==> config.mk <==
export PLATFORM = sky130hd
export DESIGN_NAME = i2c_cfg_target
export DESIGN_NICKNAME = d
export VERILOG_FILES = /design/src/rtl/i2c_cfg_target.sv
export SDC_FILE = /design/constraint.sdc
export NUM_CORES = 1
export LEC_CHECK = 0
export ABC_AREA = 1
export CORE_MARGIN = 8
export CORE_UTILIZATION = 40
export CTS_BUF_LIST = sky130_fd_sc_hd__clkbuf_8 sky130_fd_sc_hd__clkbuf_16
export DETAILED_ROUTE_END_ITERATION = 8
export SYNTH_ARGS = -nofsm -noshare
export SYNTH_HDL_FRONTEND = slang
export SYNTH_SLANG_ARGS = --single-unit
==> constraint.sdc <==
create_clock -name clk_i -period 4.9 [get_ports clk_i]
set_clock_uncertainty 0.15 [all_clocks]
set_input_delay 0.49 -clock clk_i [delete_from_list [all_inputs] [get_ports clk_i]]
set_output_delay 0.49 -clock clk_i [all_outputs]
set_load 0.01 [all_outputs]
==> src/rtl/i2c_cfg_target.sv <==
// Write-only I2C target: decodes Si5340 configuration writes into {page, reg} write events.
// Define I2C_GLITCH_FILTER_EN to add a FILTER_LEN-sample glitch filter on SCL and SDA.
module i2c_cfg_target #(
  parameter logic [6:0] SLAVE_ADDR = 7'h74,
  parameter logic [7:0] PAGE_REG   = 8'h01,
  parameter int         FILTER_LEN = 3
) (
  input  logic        clk_i,
  input  logic        arstn_i,
  input  logic        scl_i,
  input  logic        sda_i,
  output logic        sda_oe_o,
  output logic        wr_valid_o,
  output logic [15:0] wr_addr_o,
  output logic [7:0]  wr_data_o,
  output logic [7:0]  page_o,
  output logic        busy_o,
  output logic [15:0] wr_count_o
);

  typedef enum logic [2:0] {
    S_IDLE, S_ADDR, S_REG, S_DATA, S_IGNORE, S_ACK_WAIT, S_ACK_DRV
  } state_t;

  function automatic logic [15:0] sat_inc16(input logic [15:0] v);
    return (v == 16'hFFFF) ? v : v + 16'd1;
  endfunction

  if (FILTER_LEN < 1) begin : g_bad_filter_len
    $error("FILTER_LEN must be at least 1");
  end

  // Stage p0/p1: two-flop synchronizer; idle bus level is high
  logic scl_p0, scl_p1, sda_p0, sda_p1;

  always_ff @(posedge clk_i or negedge arstn_i) begin
    if (!arstn_i) begin
      scl_p0 <= 1'b1;
      scl_p1 <= 1'b1;
      sda_p0 <= 1'b1;
      sda_p1 <= 1'b1;
    end else begin
      scl_p0 <= scl_i;
      scl_p1 <= scl_p0;
      sda_p0 <= sda_i;
      sda_p1 <= sda_p0;
    end
  end

  // Stage p2: filtered (or pass-through) line levels
  logic scl_p2, sda_p2;

`ifdef I2C_GLITCH_FILTER_EN
  localparam int FCW = (FILTER_LEN > 1) ? $clog2(FILTER_LEN) : 1;
  localparam logic [FCW-1:0] FCNT_MAX = FCW'(FILTER_LEN - 1);

  logic [FCW-1:0] scl_cnt, sda_cnt;

  always_ff @(posedge clk_i or negedge arstn_i) begin
    if (!arstn_i) begin
      scl_p2  <= 1'b1;
      sda_p2  <= 1'b1;
      scl_cnt <= '0;
      sda_cnt <= '0;
    end else begin
      if (scl_p1 == scl_p2) begin
        scl_cnt <= '0;
      end else if (scl_cnt == FCNT_MAX) begin
        scl_p2  <= scl_p1;
        scl_cnt <= '0;
      end else begin
        scl_cnt <= scl_cnt + 1'b1;
      end
      if (sda_p1 == sda_p2) begin
        sda_cnt <= '0;
      end else if (sda_cnt == FCNT_MAX) begin
        sda_p2  <= sda_p1;
        sda_cnt <= '0;
      end else begin
        sda_cnt <= sda_cnt + 1'b1;
      end
    end
  end
`else
  assign scl_p2 = scl_p1;
  assign sda_p2 = sda_p1;
`endif

  // Stage p3: previous levels for edge and START/STOP detection
  logic scl_p3, sda_p3;

  always_ff @(posedge clk_i or negedge arstn_i) begin
    if (!arstn_i) begin
      scl_p3 <= 1'b1;
      sda_p3 <= 1'b1;
    end else begin
      scl_p3 <= scl_p2;
      sda_p3 <= sda_p2;
    end
  end

  logic scl_rise, scl_fall, bus_start, bus_stop;

  assign scl_rise  = scl_p2 & ~scl_p3;
  assign scl_fall  = ~scl_p2 & scl_p3;
  assign bus_start = scl_p2 & scl_p3 & sda_p3 & ~sda_p2;
  assign bus_stop  = scl_p2 & scl_p3 & ~sda_p3 & sda_p2;

  state_t     state_q, state_d, ret_q, ret_d;
  logic [2:0] bit_cnt_q;
  logic [7:0] shreg_q, byte_nxt, reg_ptr_q, page_q;
  logic       last_bit, shift_en, cnt_clr, oe_set, oe_clr;
  logic       busy_set, busy_clr, reg_load, data_wr;

  assign byte_nxt = {shreg_q[6:0], sda_p2};
  assign last_bit = scl_rise && (bit_cnt_q == 3'd7);

  always_comb begin
    state_d  = state_q;
    ret_d    = ret_q;
    shift_en = 1'b0;
    cnt_clr  = 1'b0;
    oe_set   = 1'b0;
    oe_clr   = 1'b0;
    busy_set = 1'b0;
    busy_clr = 1'b0;
    reg_load = 1'b0;
    data_wr  = 1'b0;
    if (bus_stop) begin
      state_d  = S_IDLE;
      oe_clr   = 1'b1;
      busy_clr = 1'b1;
    end else if (bus_start) begin
      state_d = S_ADDR;
      oe_clr  = 1'b1;
      cnt_clr = 1'b1;
    end else begin
      case (state_q)
        S_ADDR: begin
          shift_en = scl_rise;
          if (last_bit) begin
            if (byte_nxt == {SLAVE_ADDR, 1'b0}) begin
              state_d  = S_ACK_WAIT;
              ret_d    = S_REG;
              busy_set = 1'b1;
            end else begin
              state_d = S_IGNORE;
            end
          end
        end
        S_REG: begin
          shift_en = scl_rise;
          if (last_bit) begin
            reg_load = 1'b1;
            state_d  = S_ACK_WAIT;
            ret_d    = S_DATA;
          end
        end
        S_DATA: begin
          shift_en = scl_rise;
          if (last_bit) begin
            data_wr = 1'b1;
            state_d = S_ACK_WAIT;
            ret_d   = S_DATA;
          end
        end
        // ACK is driven for exactly one SCL low-high-low window
        S_ACK_WAIT: begin
          if (scl_fall) begin
            state_d = S_ACK_DRV;
            oe_set  = 1'b1;
          end
        end
        S_ACK_DRV: begin
          if (scl_fall) begin
            state_d = ret_q;
            oe_clr  = 1'b1;
            cnt_clr = 1'b1;
          end
        end
        default: ;
      endcase
    end
  end

  // Stage p4: control state
  always_ff @(posedge clk_i or negedge arstn_i) begin
    if (!arstn_i) begin
      state_q   <= S_IDLE;
      ret_q     <= S_REG;
      bit_cnt_q <= '0;
      sda_oe_o  <= 1'b0;
      busy_o    <= 1'b0;
    end else begin
      state_q <= state_d;
      ret_q   <= ret_d;
      if (cnt_clr)       bit_cnt_q <= '0;
      else if (shift_en) bit_cnt_q <= bit_cnt_q + 3'd1;
      if (oe_clr)        sda_oe_o <= 1'b0;
      else if (oe_set)   sda_oe_o <= 1'b1;
      if (busy_clr)      busy_o <= 1'b0;
      else if (busy_set) busy_o <= 1'b1;
    end
  end

  always_ff @(posedge clk_i) begin
    if (shift_en) shreg_q <= byte_nxt;
  end

  // Stage p4: write event, pointer and page tracking
  always_ff @(posedge clk_i or negedge arstn_i) begin
    if (!arstn_i) begin
      wr_valid_o <= 1'b0;
      wr_addr_o  <= '0;
      wr_data_o  <= '0;
      wr_count_o <= '0;
      page_q     <= '0;
      reg_ptr_q  <= '0;
    end else begin
      wr_valid_o <= data_wr;
      if (data_wr) begin
        wr_addr_o  <= {page_q, reg_ptr_q};
        wr_data_o  <= byte_nxt;
        wr_count_o <= sat_inc16(wr_count_o);
        if (reg_ptr_q == PAGE_REG) page_q <= byte_nxt;
        reg_ptr_q  <= reg_ptr_q + 8'd1;
      end else if (reg_load) begin
        reg_ptr_q <= byte_nxt;
      end
    end
  end

  assign page_o = page_q;

endmodule

==> flow_summary_export.csv, run 1 <==
group,metric,value,unit
synthesis,netlist_instances,427,
clock_tree,clock_sinks,79,
floorplan,io-pin-count,55,
routing,vias,2927,
clock_tree,clock_latency,0.35,ns
timing,period_needed,2.28,ns
routing,drc,0,
synthesis,synth_area_leaders,"dfrtp_1, nand2_1, edfxtp_1",
global_routing,grt_start_max_net_pins,46,
routing,via_per_inst,4.88,
synthesis,synth_area_per_cell,8.71,um^2
place,dpl.hpwl,5960,um
clock_tree,clkTransAtPathRegs,0.09,ns
timing,slew_violations,0,
worst_setup_path,crit_fanout,39,
pwr,power,1.46,mW
outcome,status,"finished clean",
timing,finalSetupTns,0,ns
pwr,p_leak,2.13,nW
worst_setup_path,worstSetupPathType,"reg2reg",
layout,finalNetCount,493,
global_routing,overflow,0,
synthesis,synth_area,0.00372,mm^2
clock_tree,clock-root-buffer,"clkbuf_8",
layout,fillCellCount,897,
global_routing,grt_pass1_wl,14100,um
timing,fmax,438,MHz
synthesis,yosys_warnings,0,
floorplan,rows,35,
routing,ant_nets,0,
synthesis,synth_top_area_share,44.4,%
worst_setup_path,worstRegToRegCells,7,
global_routing,grt_pass1_vias,2905,
timing,period_share,46.6,%
clock_tree,h-tree-depth,3,
worst_setup_path,cp.arrival,2.38,ns
clock_tree,cts_tree,"built",
routing,wl,8290,um
synthesis,yosysTopAreaCell,"dfrtp_1",
routing,wl_met3,477,um
floorplan,core,0.00911,mm^2
synthesis,synth_cell_type_count,31,
layout,num_antenna_cells,0,
place,routabilityCongestion,0.865,
routing,drt-wirelength-per-cell,13.8,um
clock_tree,cts_resized,0,
worst_setup_path,critPathLaunchType,"flop",
worst_hold_path,min_path_type,"in2async",
clock_tree,numCtsBuffers,9,
layout,layout-drive-gt1-share,10.0,%
routing,met1Wirelength,4040,um
place,post-place-ws,2.62,ns
timing,max-slew-margin-rel,31.9,%
synthesis,synth_fp_nets,436,
floorplan,die_h,112,um
routing,initialDrtViolationCount,228,
routing,wl_met2,3630,um
routing,firstDrtPassIters,4,
global_routing,grtUsageTotal,13.8,%
clock_tree,post_cts_buffers,0,
routing,highest_layer,"met4",
timing,rsz0062_at_grt,"no",
synthesis,ys_ff_latch,79,
global_routing,antenna_found_initial,0,
synthesis,yosysSeqAreaShare,54.3,%
pwr,irDropWorstVdd,0.185,mV
timing,hold_viol,0,
pwr,p_per_area,321,mW/mm^2
timing,tightest_slew,1.02,ns
timing,holdWs,0.141,ns
floorplan,start_util,40.8,%
timing,setup_ws,2.62,ns
layout,area_growth,22.5,%
clock_tree,clockBufferDepth,2,
place,portBuffers,54,
timing,final-setup-viol-count,0,
worst_setup_path,cp-end-kind,"flop",
worst_setup_path,required,5.00,ns
job,max_cap_viol_count,0,
floorplan,die-area,0.0126,mm^2
floorplan,fp.dieW,112,um
clock_tree,cts_hold_buf,0,
==> where the power goes <==
part           leakage (nW)  switching (mW)  internal, mW
Sequential             1.04          0.0401         0.697
Combinational         0.969           0.114        0.0545
Clock                 0.120           0.240         0.315
==> worst paths after layout <==
kind,from,endpoint,slack [ns]
min in group clk_i,sda_p0,sda_p1,0.21
worst max register to register,bit_cnt_q[0],wr_addr_o[0],2.62
worst max-delay path,bit_cnt_q[0],wr_addr_o[0],2.62
worst min-delay path,arstn_i,wr_valid_o,0.14
max in group asynchronous,arstn_i,sda_p1,3.47
worst min register to register,sda_p0,sda_p1,0.21
==> cell type report <==
cell class,count,area (um^2),area share [%]
Sequential cell,79,2020,44.3
Multi-Input combinational cell,299,1470,32.3
Timing Repair Buffer,55,543,11.9
Inverter,40,151,3.32
Clock buffer,10,149,3.27
Tap cell,111,139,3.05
Clock inverter,6,83.8,1.84
==> metrics by stage <==
step	std cells	area, um^2	util (%)
final	600	4550	50.0
after global routing	600	4550	50.0
after CTS	600	4550	50.0
after detailed placement	584	4320	47.4
after global placement	584	4320	47.4
after floorplan	427	3720	-
==> synth_stat cells <==
library cell / number
or2_1: 1
xor2_1: 4
o211ai_1: 3
ha_1: 5
nor3_1: 2
nand4_1: 6
dfrtp_1: 66
nand3_2: 1
o22ai_1: 1
inv_1: 35
nand2_2: 2
o21ai_0: 21
buf_2: 3
xnor2_1: 9
nor2_8: 1
nand2_1: 154
nor2_4: 2
buf_6: 5
o21ai_2: 13
buf_4: 1
a21oi_1: 6
clkinv_2: 1
o21ai_1: 5
inv_2: 4
o21a_1: 2
or2_2: 1
nand3_1: 25
dfstp_2: 6
nor2_1: 33
edfxtp_1: 7
nand2_4: 2
==> registers in the layout, indices dropped and copies added (netlist names) <==
name        cells
wr_addr_o      16
wr_count_o     16
sda_oe_o        1
sda_p0          1
bit_cnt_q       3
state_q         3
scl_p0          1
busy_o          1
shreg_q         7
sda_p3          1
sda_p1          1
wr_data_o       8
reg_ptr_q       8
page_o          8
scl_p1          1
wr_valid_o      1
ret_q           1
scl_p3          1
==> routing by layer <==
layer	global-route usage [%]	up-vias
li1	-	1468
met1	17.9	1369
met2	21.5	79
met3	3.17	11
met4	6.21	0
met5	0	-
==> layout by cell type, fill, tap and decap left out, drive strengths merged, types with 7 or more instances in the layout <==
master and instances:
clkdlybuf4s50 53, nor2 36, dfrtp 66, nand2 158, edfxtp 7, nand3 26, clkbuf 10, o21ai 39
xnor2 9, inv 41
==> kinds of logic after synthesis <==
logic type                 after synthesis  share of synthesized area (%)
buffers and inverters                   49                           6.19
AOI/OAI and AO/OA                       51                           8.55
adders and majority gates                5                           1.68
xor gates and xnor gates                13                           3.06
and+or+nand+nor                        230                           26.2
DFF                                     79                           54.3
==> critical path, stage by stage (launching register included) <==
cell and delay (ns):
dfrtp_1 0.37, ha_1 0.16, ha_1 0.15, nand3_2 0.13, nor2_4 0.25, nand2_2 0.46
or2_1 0.41, o21a_1 0.10
(Power assumes the default switching activity.)
==> run 2, diff against run 1 <==
==> constraint.sdc (replaced) <==
create_clock -name clk_i -period 2.2 [get_ports clk_i]
set_clock_uncertainty 0.15 [all_clocks]
set_input_delay 0.22 -clock clk_i [delete_from_list [all_inputs] [get_ports clk_i]]
set_output_delay 0.22 -clock clk_i [all_outputs]
set_load 0.01 [all_outputs]
==> flow_summary_export.csv, run 2 (synthesized netlist as in run 1, its figures left out) <==
group,metric,value,unit
worst_setup_path,critPathLaunchType,"flop",
worst_setup_path,r2r_end,"page_o[1]",
global_routing,met1_usage,18.0,%
layout,utilization,50.2,%
global_routing,met3_usage,3.22,%
clock_tree,numCtsBuffers,9,
routing,via_per_inst,4.87,
timing,period_needed,1.94,ns
floorplan,fp.dieW,112,um
worst_setup_path,slowest_delay,0.40,ns
job,max_cap_viol_count,0,
worst_hold_path,hold_start,"scl_i",
pwr,power,3.05,mW
layout,finalNetCount,500,
pwr,p_seq_share,53.3,%
pwr,p_per_area,667,mW/mm^2
layout,final_cells,607,
place,dpl.hpwl,6060,um
global_routing,grt_start_max_net_pins,39,
worst_setup_path,r2r_slack,0.26,ns
global_routing,grt_pass1_wl,13900,um
routing,vias,2955,
layout,layout-drive-gt1-share,10.9,%
global_routing,grt_pass1_vias,2852,
worst_hold_path,min_path_type,"in2reg",
worst_setup_path,crit_fanout,16,
timing,hold_viol,0,
timing,tightest_slew,0.547,ns
layout,num_antenna_cells,0,
global_routing,grt.busiest_layer,"met2",
worst_setup_path,required,2.31,ns
routing,ant_nets,0,
timing,fmax,517,MHz
pwr,pwr-share-comb,13.1,%
global_routing,antenna_found_initial,0,
floorplan,rows,35,
layout,layout_common_cells,"nand2_1, dfrtp_1, clkdlybuf4s50_1",
place,routabilityCongestion,0.833,
clock_tree,clock_sinks,79,
global_routing,overflow,0,
routing,initialDrtViolationCount,107,
worst_setup_path,r2r_start,"bit_cnt_q[0]",
routing,firstDrtPassIters,4,
worst_setup_path,slowest_stage,"dfrtp_1",
routing,wl,8220,um
floorplan,io-pin-count,55,
pwr,swShare,27.9,%
timing,finalSetupTns,0,ns
timing,slew_violations,0,
floorplan,die_h,112,um
place,place_inst,588,
pwr,clockPowerShare,33.7,%
floorplan,die-area,0.0126,mm^2
routing,drt-wirelength-per-cell,13.5,um
timing,period_share,88.0,%
clock_tree,clkTransAtPathRegs,0.07,ns
layout,final_common_cell,"nand2_1",
worst_setup_path,cpMostUsedCell,"ha_1",
routing,drc,0,
worst_hold_path,holdPathStages,1,
worst_setup_path,worstRegToRegCells,9,
worst_setup_path,path_cells,"ha_1 > ha_1 > nand3_2 > clkinv_2 > nand2_4 > nor2_8 > nand2_2 > nand2_1 > o21ai_2",
worst_setup_path,worstSetupPathType,"reg2reg",
clock_tree,clockBufferDepth,2,
layout,largestRegisters,"wr_addr_o (16), wr_count_o (16)",
global_routing,grtUsageTotal,13.5,%
pwr,p_leak,2.15,nW
clock_tree,clock_latency,0.34,ns
clock_tree,cts_tree,"built",
pwr,internal_power,2.20,mW
floorplan,core,0.00911,mm^2
floorplan,start_util,40.8,%
timing,rsz0062_at_grt,"no",
timing,final-setup-viol-count,0,
worst_setup_path,cp.arrival,2.05,ns
outcome,status,"finished clean",
timing,max-slew-margin-rel,63.6,%
pwr,irDropWorstVdd,0.321,mV
clock_tree,clock-root-buffer,"clkbuf_8",
pwr,power.switching,0.851,mW
layout,area_growth,23.0,%
place,portBuffers,54,
global_routing,use_met2,20.1,%
worst_setup_path,cp-end-kind,"flop",
worst_hold_path,hold_end,"scl_p0",
clock_tree,h-tree-depth,3,
## run 2: repair_timing
action,4_1_cts,5_1_grt
endpoints found under the hold margin,20,0
setup endpoints to repair,0,9
buffers inserted,0,2
resized for setup,0,0
hold buffers,1,0
## run 2: power groups by stage
stage	Clock, mW	Sequential, mW	Combinational, mW
after global routing	1.12	1.63	0.462
final	1.03	1.62	0.398
after floorplan	0	1.64	0.281
after global placement	0	1.65	0.396
after CTS	1.05	1.63	0.408
after detailed placement	0	1.65	0.406
## run 2: per-stage QoR
step	worst slack [ns]	cell area, um^2	hold WS [ns]
after CTS	0.135	4560	0.118
after detailed placement	0.145	4360	0.0852
final	0.264	4570	0.134
after floorplan	0.435	3720	-0.226
after global routing	0.102	4570	0.128
after global placement	0.237	4360	0.0849
## run 2: final cells by class
type | count | area (um^2)
sequential | 79 | 2020
clock buffer | 9 | 124
multi-input combinational | 299 | 1470
fill | 896 | 4540
timing repair buffer | 62 | 611
clock inverter | 7 | 60.1
tap | 111 | 139
inverter | 40 | 151
## run 2: metal layers
| layer | up-vias | wire length (um) | share of wire, % |
|---|---|---|---|
| met5 | - | 0 | 0 |
| met4 | 0 | 123 | 1.5 |
| met3 | 9 | 480 | 5.8 |
| met2 | 73 | 3550 | 43 |
| met1 | 1396 | 4070 | 49 |
| li1 | 1477 | - | - |
## run 2: worst max path at each step
stage / from / endpoint / slack [ns]
after floorplan: bit_cnt_q[0] / wr_count_o[10] / 0.44
final: bit_cnt_q[0] / page_o[1] / 0.26
after CTS: bit_cnt_q[0] / page_o[4] / 0.13
after detailed placement: bit_cnt_q[0] / page_o[5] / 0.15
after global routing: bit_cnt_q[0] / page_o[1] / 0.10
after global placement: bit_cnt_q[0] / page_o[7] / 0.24
## run 2: worst max-delay path, delay by kind of cell, from the launching register on
kind | cells | cell delay (ns)
adders and majority gates | 2 | 0.40
DFF | 1 | 0.40
and+or+nand+nor | 5 | 0.74
AOI/OAI and AO/OA | 1 | 0.07
buffers and inverters | 1 | 0.11
==> run 3, diff against run 2 <==
--- a/config.mk
+++ b/config.mk
@@ -9,6 +9,7 @@
 export CORE_MARGIN = 8
 export CORE_UTILIZATION = 40
 export CTS_BUF_LIST = sky130_fd_sc_hd__clkbuf_8 sky130_fd_sc_hd__clkbuf_16
+export CTS_CLUSTER_DIAMETER = 30
 export DETAILED_ROUTE_END_ITERATION = 8
 export SYNTH_ARGS = -nofsm -noshare
 export SYNTH_HDL_FRONTEND = slang
==> results of run 3 <==
The final DEF is identical to that of run 2; final timing and power are the same.
